### src/rtl/bp_me_nonsynth_lce_txn_monitor.sv
// Multi-LCE coherence transaction monitor for the BedRock LCE-CCE interface.
// Tracks outstanding LCE requests per LCE in a small table and ages each entry.
// Raises sticky protocol-violation flags and keeps global request/completion counters.
// Optional trace: define BP_ME_LCE_TXN_MONITOR_TRACE_EN to log table events.
module bp_me_nonsynth_lce_txn_monitor #(
  parameter int unsigned num_lce_p         = 2,
  parameter int unsigned paddr_width_p     = 40,
  parameter int unsigned block_width_p     = 512,
  parameter int unsigned max_outstanding_p = 2,
  parameter int unsigned timeout_p         = 1024,
  parameter int unsigned ctr_width_p       = 32,
  localparam int unsigned occ_width_lp     = $clog2(max_outstanding_p + 1)
) (
  input  logic                               clk_i,
  input  logic                               reset_i,
  input  logic [num_lce_p-1:0]               req_v_i,
  input  logic [num_lce_p-1:0]               req_ready_then_i,
  input  logic [num_lce_p*paddr_width_p-1:0] req_addr_i,
  input  logic [num_lce_p-1:0]               cmd_v_i,
  input  logic [num_lce_p-1:0]               cmd_yumi_i,
  input  logic [num_lce_p-1:0]               cmd_complete_i,
  input  logic [num_lce_p*paddr_width_p-1:0] cmd_addr_i,
  output logic [num_lce_p*occ_width_lp-1:0]  outstanding_o,
  output logic [ctr_width_p-1:0]             req_count_o,
  output logic [ctr_width_p-1:0]             cmp_count_o,
  output logic [num_lce_p-1:0]               err_overflow_o,
  output logic [num_lce_p-1:0]               err_dup_o,
  output logic [num_lce_p-1:0]               err_orphan_o,
  output logic [num_lce_p-1:0]               err_timeout_o,
  output logic                               err_any_o
);

  localparam int unsigned offset_lp    = $clog2(block_width_p / 8);
  localparam int unsigned blk_width_lp = paddr_width_p - offset_lp;
  localparam int unsigned age_width_lp = $clog2(timeout_p + 1);

  typedef enum logic {StEmpty, StPending} entry_state_e;

  entry_state_e            state_q [num_lce_p][max_outstanding_p];
  entry_state_e            state_d [num_lce_p][max_outstanding_p];
  logic [blk_width_lp-1:0] blk_q   [num_lce_p][max_outstanding_p];
  logic [blk_width_lp-1:0] blk_d   [num_lce_p][max_outstanding_p];
  logic [age_width_lp-1:0] age_q   [num_lce_p][max_outstanding_p];
  logic [age_width_lp-1:0] age_d   [num_lce_p][max_outstanding_p];

  logic [max_outstanding_p-1:0] rel   [num_lce_p];
  logic [max_outstanding_p-1:0] alloc [num_lce_p];
  logic [blk_width_lp-1:0]      req_blk [num_lce_p];
  logic [blk_width_lp-1:0]      cmp_blk [num_lce_p];
  logic [occ_width_lp-1:0]      occ     [num_lce_p];

  logic [num_lce_p-1:0] req_ev, cmp_ev;
  logic [num_lce_p-1:0] ovf_ev, dup_ev, orphan_ev, timeout_ev;
  logic [num_lce_p-1:0] err_overflow_q, err_dup_q, err_orphan_q, err_timeout_q;
  logic [ctr_width_p-1:0] req_count_q, req_count_d, cmp_count_q, cmp_count_d;
  logic hit, free;

  // Only the block-number bits take part in matching.
  logic unused_addr;
  assign unused_addr = ^{req_addr_i, cmd_addr_i};

  // Decode handshakes and extract block addresses per LCE
  always_comb begin
    for (int i = 0; i < num_lce_p; i++) begin
      req_ev[i]  = req_v_i[i] & req_ready_then_i[i];
      cmp_ev[i]  = cmd_v_i[i] & cmd_yumi_i[i] & cmd_complete_i[i];
      req_blk[i] = req_addr_i[i*paddr_width_p + offset_lp +: blk_width_lp];
      cmp_blk[i] = cmd_addr_i[i*paddr_width_p + offset_lp +: blk_width_lp];
    end
  end

  // Table next state: release first, then allocate (a released slot is reusable this cycle)
  always_comb begin
    state_d     = state_q;
    blk_d       = blk_q;
    age_d       = age_q;
    req_count_d = req_count_q;
    cmp_count_d = cmp_count_q;
    ovf_ev      = '0;
    dup_ev      = '0;
    orphan_ev   = '0;
    timeout_ev  = '0;
    hit         = 1'b0;
    free        = 1'b0;
    for (int i = 0; i < num_lce_p; i++) begin
      rel[i]   = '0;
      alloc[i] = '0;
      hit      = 1'b0;
      free     = 1'b0;
      if (cmp_ev[i]) begin
        for (int j = 0; j < max_outstanding_p; j++) begin
          if (!hit && state_q[i][j] == StPending && blk_q[i][j] == cmp_blk[i]) begin
            hit       = 1'b1;
            rel[i][j] = 1'b1;
          end
        end
        if (hit) cmp_count_d = cmp_count_d + ctr_width_p'(1);
        else     orphan_ev[i] = 1'b1;
      end
      if (req_ev[i]) begin
        req_count_d = req_count_d + ctr_width_p'(1);
        for (int j = 0; j < max_outstanding_p; j++) begin
          if (state_q[i][j] == StPending && !rel[i][j] && blk_q[i][j] == req_blk[i]) begin
            dup_ev[i] = 1'b1;
          end
        end
        for (int j = 0; j < max_outstanding_p; j++) begin
          if (!free && (state_q[i][j] == StEmpty || rel[i][j])) begin
            free        = 1'b1;
            alloc[i][j] = 1'b1;
          end
        end
        ovf_ev[i] = ~free;
      end
      for (int j = 0; j < max_outstanding_p; j++) begin
        if (state_q[i][j] == StPending && age_q[i][j] == age_width_lp'(timeout_p)) begin
          timeout_ev[i] = 1'b1;
        end
        if (alloc[i][j]) begin
          state_d[i][j] = StPending;
          blk_d[i][j]   = req_blk[i];
          age_d[i][j]   = '0;
        end else if (rel[i][j]) begin
          state_d[i][j] = StEmpty;
        end else if (state_q[i][j] == StPending && age_q[i][j] != age_width_lp'(timeout_p)) begin
          age_d[i][j] = age_q[i][j] + age_width_lp'(1);
        end
      end
    end
  end

  // State registers; reset clears the table immediately
  always_ff @(posedge clk_i or posedge reset_i) begin
    if (reset_i) begin
      for (int i = 0; i < num_lce_p; i++) begin
        for (int j = 0; j < max_outstanding_p; j++) begin
          state_q[i][j] <= StEmpty;
          blk_q[i][j]   <= '0;
          age_q[i][j]   <= '0;
        end
      end
      req_count_q    <= '0;
      cmp_count_q    <= '0;
      err_overflow_q <= '0;
      err_dup_q      <= '0;
      err_orphan_q   <= '0;
      err_timeout_q  <= '0;
    end else begin
      state_q        <= state_d;
      blk_q          <= blk_d;
      age_q          <= age_d;
      req_count_q    <= req_count_d;
      cmp_count_q    <= cmp_count_d;
      err_overflow_q <= err_overflow_q | ovf_ev;
      err_dup_q      <= err_dup_q | dup_ev;
      err_orphan_q   <= err_orphan_q | orphan_ev;
      err_timeout_q  <= err_timeout_q | timeout_ev;
    end
  end

  // Per-LCE occupancy from the registered table
  always_comb begin
    outstanding_o = '0;
    for (int i = 0; i < num_lce_p; i++) begin
      occ[i] = '0;
      for (int j = 0; j < max_outstanding_p; j++) begin
        if (state_q[i][j] == StPending) occ[i] = occ[i] + occ_width_lp'(1);
      end
      outstanding_o[i*occ_width_lp +: occ_width_lp] = occ[i];
    end
  end

  assign req_count_o    = req_count_q;
  assign cmp_count_o    = cmp_count_q;
  assign err_overflow_o = err_overflow_q;
  assign err_dup_o      = err_dup_q;
  assign err_orphan_o   = err_orphan_q;
  assign err_timeout_o  = err_timeout_q;
  assign err_any_o      = |{err_overflow_q, err_dup_q, err_orphan_q, err_timeout_q};

`ifdef BP_ME_LCE_TXN_MONITOR_TRACE_EN
  // Log every table event once out of reset
  always @(posedge clk_i) begin
    if (!reset_i) begin
      for (int i = 0; i < num_lce_p; i++) begin
        for (int j = 0; j < max_outstanding_p; j++) begin
          if (rel[i][j])
            $display("%0t lce=%0d release entry=%0d blk=%h age=%0d",
                     $time, i, j, blk_q[i][j], age_q[i][j]);
          if (alloc[i][j])
            $display("%0t lce=%0d alloc entry=%0d blk=%h age=0",
                     $time, i, j, req_blk[i]);
        end
        if (ovf_ev[i]) begin
          $display("%0t lce=%0d overflow entry=- blk=%h", $time, i, req_blk[i]);
          if (!err_overflow_q[i]) $error("lce %0d: request with table full", i);
        end
        if (dup_ev[i]) begin
          $display("%0t lce=%0d duplicate entry=- blk=%h", $time, i, req_blk[i]);
          if (!err_dup_q[i]) $error("lce %0d: duplicate outstanding block", i);
        end
        if (orphan_ev[i]) begin
          $display("%0t lce=%0d orphan entry=- blk=%h", $time, i, cmp_blk[i]);
          if (!err_orphan_q[i]) $error("lce %0d: completion without request", i);
        end
        if (timeout_ev[i] && !err_timeout_q[i]) begin
          $display("%0t lce=%0d timeout entry=- blk=-", $time, i);
          $error("lce %0d: outstanding entry timed out", i);
        end
      end
    end
  end
`else
`endif

endmodule

### config.mk
export PLATFORM = sky130hd
export DESIGN_NAME = bp_me_nonsynth_lce_txn_monitor
export DESIGN_NICKNAME = d
export VERILOG_FILES = /design/src/rtl/bp_me_nonsynth_lce_txn_monitor.sv
export SDC_FILE = /design/constraint.sdc
export NUM_CORES = 1
export LEC_CHECK = 0
export ABC_AREA = 1
export CORE_UTILIZATION = 30
export DETAILED_ROUTE_END_ITERATION = 6
export PLACE_DENSITY = 0.59
export SYNTH_ARGS = -nofsm -noshare
export SYNTH_HDL_FRONTEND = slang
export SYNTH_SLANG_ARGS = --single-unit
export TNS_END_PERCENT = 1
### constraint.sdc
create_clock -name clk_i -period 10.45 [get_ports clk_i]
set_clock_uncertainty 0.2 [all_clocks]
set_input_delay 2.09 -clock clk_i [delete_from_list [all_inputs] [get_ports clk_i]]
set_output_delay 2.09 -clock clk_i [all_outputs]
set_load 0.01 [all_outputs]
# ---- Yosys cells after proc, flatten, opt, wreduce, memory -nomap -nowiden
# Index checks and enable logic that the tools add are counted.
dict set report op_classes {
  add_sub_neg 10
  eq_ne 20
  muxes 70
  n_bitwise 16
  n_reduce_logical 49
}
# op count
set op_table {}
lappend op_table {{34-bit equality test} 8}
lappend op_table {{32-bit 2-to-1 mux} 6}
lappend op_table {{11-bit 2-to-1 mux} 12}
lappend op_table {{32-bit by 1-bit adder with 32-bit output (second input constant)} 4}
lappend op_table {{1-bit 2-to-1 mux} 46}
lappend op_table {{11-bit by 1-bit adder with 11-bit output (second input constant)} 4}
lappend op_table {{11-bit equality test (second input constant)} 4}
lappend op_table {{11-bit != test (second input constant)} 4}
lappend op_table {{1-bit logical AND} 24}
lappend op_table {{2-bit nonzero test} 8}
lappend op_table {{2-bit 2-to-1 mux} 6}
lappend op_table {{1-bit logical NOT} 8}
lappend op_table {{2-bit by 1-bit != test with 1-bit output (second input constant)} 4}
lappend op_table {{2-bit OR} 4}
lappend op_table {{2-bit AND reduction} 4}
lappend op_table {{8-bit OR reduction} 1}
lappend op_table {{1-bit AND} 6}
lappend op_table {{1-bit inverter} 6}
lappend op_table {{1-bit by 1-bit adder with 2-bit output (second input constant)} 2}
lappend op_table {{1-bit logical OR} 4}
dict set report word_totals {
  regBits 256
  input_bits 172
  output_inout_bits 77
  wordCells 183
}

# ---- Depth between registers and ports, before layout
dict set report depth {
  ltp_word 19
  ltp_mapped 23
  mapped_depth_nobuf 23
}

# ---- Worst setup path after synthesis
# Ideal clock, no wire load.
dict set report synth_timing {
  path_kind {input to register}
  start {in cmd_addr_i[38]}
  end {reg cmp_count_q[30], in the netlist cmp_count_o[30]}
  setup_ns 0.117
  arrival_ns 3.955
  t_required_ns 10.133
  path_slack_ns 6.178
  stages 20
  path_buffers 1
  path_cell_list {inv_1 -> nand2_1 -> nand2_1 -> inv_1 -> nor2_1 -> nand3b_1 -> nor2_1 -> nand3_2 -> nand2_4 -> buf_8 -> nand3b_2 -> nand2_2 -> ha_1 -> nand3_2 -> nor2_4 -> nand2_2 -> nor2_2 -> nand2_1 -> nand2_1 -> nand2_1}
}
dict set report synth_between {
  elab_chain_len 14
  word_cells_on_any_way 15
  cone_classes {add/sub (1); eq/ne (2); mux (8); reduce/logical (4)}
}
# element line
set synth_rtl {}
lappend synth_rtl {{start, declared} 22} ;# input logic [num_lce_p*paddr_width_p-1:0] cmd_addr_i,
lappend synth_rtl {{34-bit equality test} 92} ;# if (!hit && state_q[i][j] == StPending && blk_q[i][j] == cmp_blk[i]) begin
lappend synth_rtl {{1-bit logical AND} 92}
lappend synth_rtl {{1-bit 2-to-1 mux} 92}
lappend synth_rtl {{1-bit 2-to-1 mux} 90} ;# if (cmp_ev[i]) begin
lappend synth_rtl {{1-bit logical NOT} 92}
lappend synth_rtl {{1-bit logical AND (2 in series)} 92}
lappend synth_rtl {{1-bit 2-to-1 mux *} 92}
lappend synth_rtl {{1-bit 2-to-1 mux *} 90}
lappend synth_rtl {{32-bit 2-to-1 mux *} 97} ;# if (hit) cmp_count_d = cmp_count_d + ctr_width_p'(1);
lappend synth_rtl {{32-bit 2-to-1 mux *} 90}
lappend synth_rtl {{32-bit by 1-bit adder with 32-bit output} 97}
lappend synth_rtl {{32-bit 2-to-1 mux} 97}
lappend synth_rtl {{32-bit 2-to-1 mux *} 90}
lappend synth_rtl {{net cmp_count_d[30]} 55} ;# logic [ctr_width_p-1:0] req_count_q, req_count_d, cmp_count_q, cmp_count_d;
lappend synth_rtl {{end signal, assigned} 153} ;# cmp_count_q <= cmp_count_d;
lappend synth_rtl {{end, declared} 55}
# The timed path passes the listed nets; every way through them passes the cells marked *. The select of a mux whose other input is x is not followed.
# A chain may end at the register's enable or synchronous reset.

# ---- Worst setup path after layout
dict set report layout_timing {
  start {in cmd_addr_i[78]}
  end {reg cmp_count_q[25], in the netlist cmp_count_o[25]}
}
dict set report layout_between {
  elab_chain_len 11
  word_cells_on_any_way 12
  cone_classes {eq/ne (2); mux (6); reduce/logical (4)}
}
# element line
set layout_rtl {}
lappend layout_rtl {{34-bit equality test} 92}
lappend layout_rtl {{1-bit logical AND} 92}
lappend layout_rtl {{1-bit 2-to-1 mux} 92}
lappend layout_rtl {{1-bit 2-to-1 mux} 90}
lappend layout_rtl {{1-bit logical NOT} 92}
lappend layout_rtl {{1-bit logical AND (2 in series)} 92}
lappend layout_rtl {{1-bit 2-to-1 mux *} 92}
lappend layout_rtl {{1-bit 2-to-1 mux *} 90}
lappend layout_rtl {{32-bit 2-to-1 mux *} 97}
lappend layout_rtl {{32-bit 2-to-1 mux *} 90}
lappend layout_rtl {{net cmp_count_d[25]} 55}
# Marked as above.

==> flow_summary.toml <==
[die]
rows = 89
die_area_mm2 = 0.0615
coreArea_mm2 = 0.0595
io_pins = 249
die_w_um = 248
die_y_um = 248
start_util_pct = 30.5

[placed_design]
dp_hpwl_um = 46400
gp_congestion = 0.958
dp_slack_ns = 4.83
io_buffers = 224
place_area_mm2 = 0.0213

[timing]
worstMarginPinSlew_ns = 0.907
setup_violations = 0
slew_violations = 0
period_needed_ns = 5.12
period_share_pct = 49.0
rsz0062_at_grt = "false"
fmax_mhz = 195
max-slew-margin-rel_pct = 39.6
layout_setup_ws_ns = 5.33
fin_setup_tns_ns = 0
hold_viol_final = 0

[pwr]
leakage_uw = 0.0106
ir_drop_v = 0.0000982
p_per_area_mw_per_mm2 = 175

[cts]
clk_pin_slew_ns = 0.05
clockBufferDepth = 3
cts_tree = "built"
cts_buffers = 34
cts_resized = 0
h-tree-depth = 2
postCtsSetupBuffers = 0
clock-root-buffer = "clkbuf_16"
worst_skew_pair.late_latency_ns = 0.57
clkSinkCount = 256
cts_hold_buf = 0

[logic_synthesis]
syn_nets = 2883
ys.flop_type = "dfrtp_1"
synth_edf_count = 0
ys_async_sr_fraction_pct = 100
avgSynthCellArea_um2 = 6.74
ys_seq_area_share_pct = 35.3
yosys_warnings = 0
syn_inst = 2697
ys_ff_latch = 256
synth_area_mm2 = 0.0182
synth_cell_type_count = 52

[global_routing]
grt.total_usage_pct = 19.2
antenna_found_initial = 0
grt_pass1_vias = 16567
grt_max_degree = 85
grt.overflow.total = 0
grt_pass1_wl_um = 91700

[finish]
final_area_mm2 = 0.0225
drive_above_1_share_pct = 6.60
seqCellArea_mm2 = 0.00641
layout.nets = 3116
antenna_cells = 0
multi_input_area_mm2 = 0.00998
area_growth_pct = 23.7
fill_cells = 6346

[routing]
post-route-drc-count = 0
ant_nets = 0
vias_per_cell = 4.71
routed_wl_um = 59100
routedWlPerCell_um = 15.9
drt_iter0_markers = 1265
vias = 17580
firstDrtPassIters = 5

[worst_setup_path]
crit_arrival_ns = 5.34
critical_path.endpoint_type = "register"
required_ns = 10.67
path_class = "primary input to register"
worst-path-max-fanout = 9
startpoint_type = "primary input"

[flow_run]
cap_violations = 0

[outcome]
status = "completed"

[worst_hold_path]
min_path_type = "register to register"
[layout by cell type, fill, tap and decap left out, types with 28 or more instances in the layout]
| cell type | count |
|---|---|
| clkdlybuf4s50_1 | 224 |
| xnor2_1 | 75 |
| dfrtp_1 | 256 |
| nor3_1 | 66 |
| inv_1 | 406 |
| xor2_1 | 95 |
| nor2_1 | 217 |
| nand4_1 | 124 |
| nor4_1 | 28 |
| clkbuf_16 | 35 |
| nand2_1 | 849 |
| nand3_1 | 133 |
| a21oi_1 | 41 |
| o21ai_0 | 162 |
[kinds of logic (layout without fill, tap and decap cells)]
family	after synthesis	in the layout	share of synthesized area, %
buf+inv	467	726	9.84
mux	1	1	0.0620
flops	256	256	35.3
simple gates	1552	1552	38.7
fa+ha+maj	14	14	0.964
compound gates	235	235	6.78
xor+xnor	172	172	8.38
[report_power, final]
group          switching [µW]  internal [µW]  leakage [µW]  total [µW]
combinational             721            479       0.00693        1200
sequential                260           1230       0.00312        1490
clock                     474            768      0.000579        1240
total                    1460           2480        0.0106        3940
[final timing paths]
| kind | startpoint | endpoint | slack, ns | cells past startpoint |
|---|---|---|---|---|
| setup reg to reg | blk_q[18]$_DFFE_PP0P_ | cmp_count_o[25]$_DFF_PP0_ | 6.98 | 12 |
| hold reg to reg | age_q[10]$_DFFE_PP0P_ | age_q[10]$_DFFE_PP0P_ | 0.27 | 1 |
| max in group asynchronous | reset_i | blk_q[107]$_DFFE_PP0P_ | 6.32 | 4 |
| min in group asynchronous | reset_i | blk_q[33]$_DFFE_PP0P_ | 1.86 | 2 |
| hold / removal | age_q[10]$_DFFE_PP0P_ | age_q[10]$_DFFE_PP0P_ | 0.27 | 1 |
| setup / recovery | cmd_addr_i[78] | cmp_count_o[25]$_DFF_PP0_ | 5.33 | 13 |
[Yosys cell counts (all sizes together), types with 2 or more instances]
cell type,number,area share (%)
and2,7,0.24
nand2,865,18
ha,14,0.96
o21bai,2,0.083
a21oi,42,1.2
o21ai,173,4.8
nor3,83,2.9
nand3b,19,0.83
a221o,2,0.11
o31ai,2,0.083
a21o,3,0.12
a31oi,4,0.14
dfrtp,256,35
or4,2,0.083
a211oi,2,0.083
nor4,28,0.96
nor2,248,5.7
clkbuf,30,0.62
or2,26,0.90
nor3b,3,0.12
a31o,2,0.096
buf,6,0.28
or3b,2,0.096
xor2,97,4.8
inv,430,8.9
nand4,128,4.6
xnor2,75,3.6
nand3,141,4.1
[worst max-delay path, cell delays in order]
cell,delay (ns)
clkdlybuf4s50_1,0.47
xnor2_1,0.44
nand4_1,0.14
nor2_1,0.12
nand2_1,0.07
nor2_1,0.15
nand2_1,0.10
a21oi_2,0.68
inv_1,0.35
nor3_2,0.46
nand3_1,0.13
nand2_1,0.07
nand2_1,0.05
[final cells by class]
class | count | area share (%)
Clock inverter | 10 | 0.768
Clock buffer | 52 | 4.49
Inverter | 431 | 7.25
Tap cell | 773 | 4.30
Sequential cell | 256 | 28.5
Timing Repair Buffer | 233 | 10.3
Multi-Input combinational cell | 1974 | 44.4
[through the flow]
step                hold slack [ns]  std cells  util, %  total power (µW)
finish                        0.272       3729     37.8              3940
detailed placement            0.272       3667     35.8              2700
CTS                           0.276       3729     37.8              3970
global route                  0.316       3729     37.8              4220
floorplan                     0.233       2697        -              2260
global placement              0.260       3667     35.8              2690
[flip-flops by register name (all words and copies together), names as in the netlist]
signal          count
err_dup_o           2
blk_q             136
err_orphan_o        2
state_q             4
err_overflow_o      2
age_q              44
cmp_count_o        32
err_timeout_o       2
req_count_o        32
[metal layers]
metal	GRT usage (%)	up-vias	wire, µm
met1	25.1	7989	26400
met3	3.36	86	3650
met4	6.15	0	1580
li1	-	9016	-
met5	0	-	0
met2	32.1	489	27500
No activity file was read; power rests on OpenSTA's default activity.
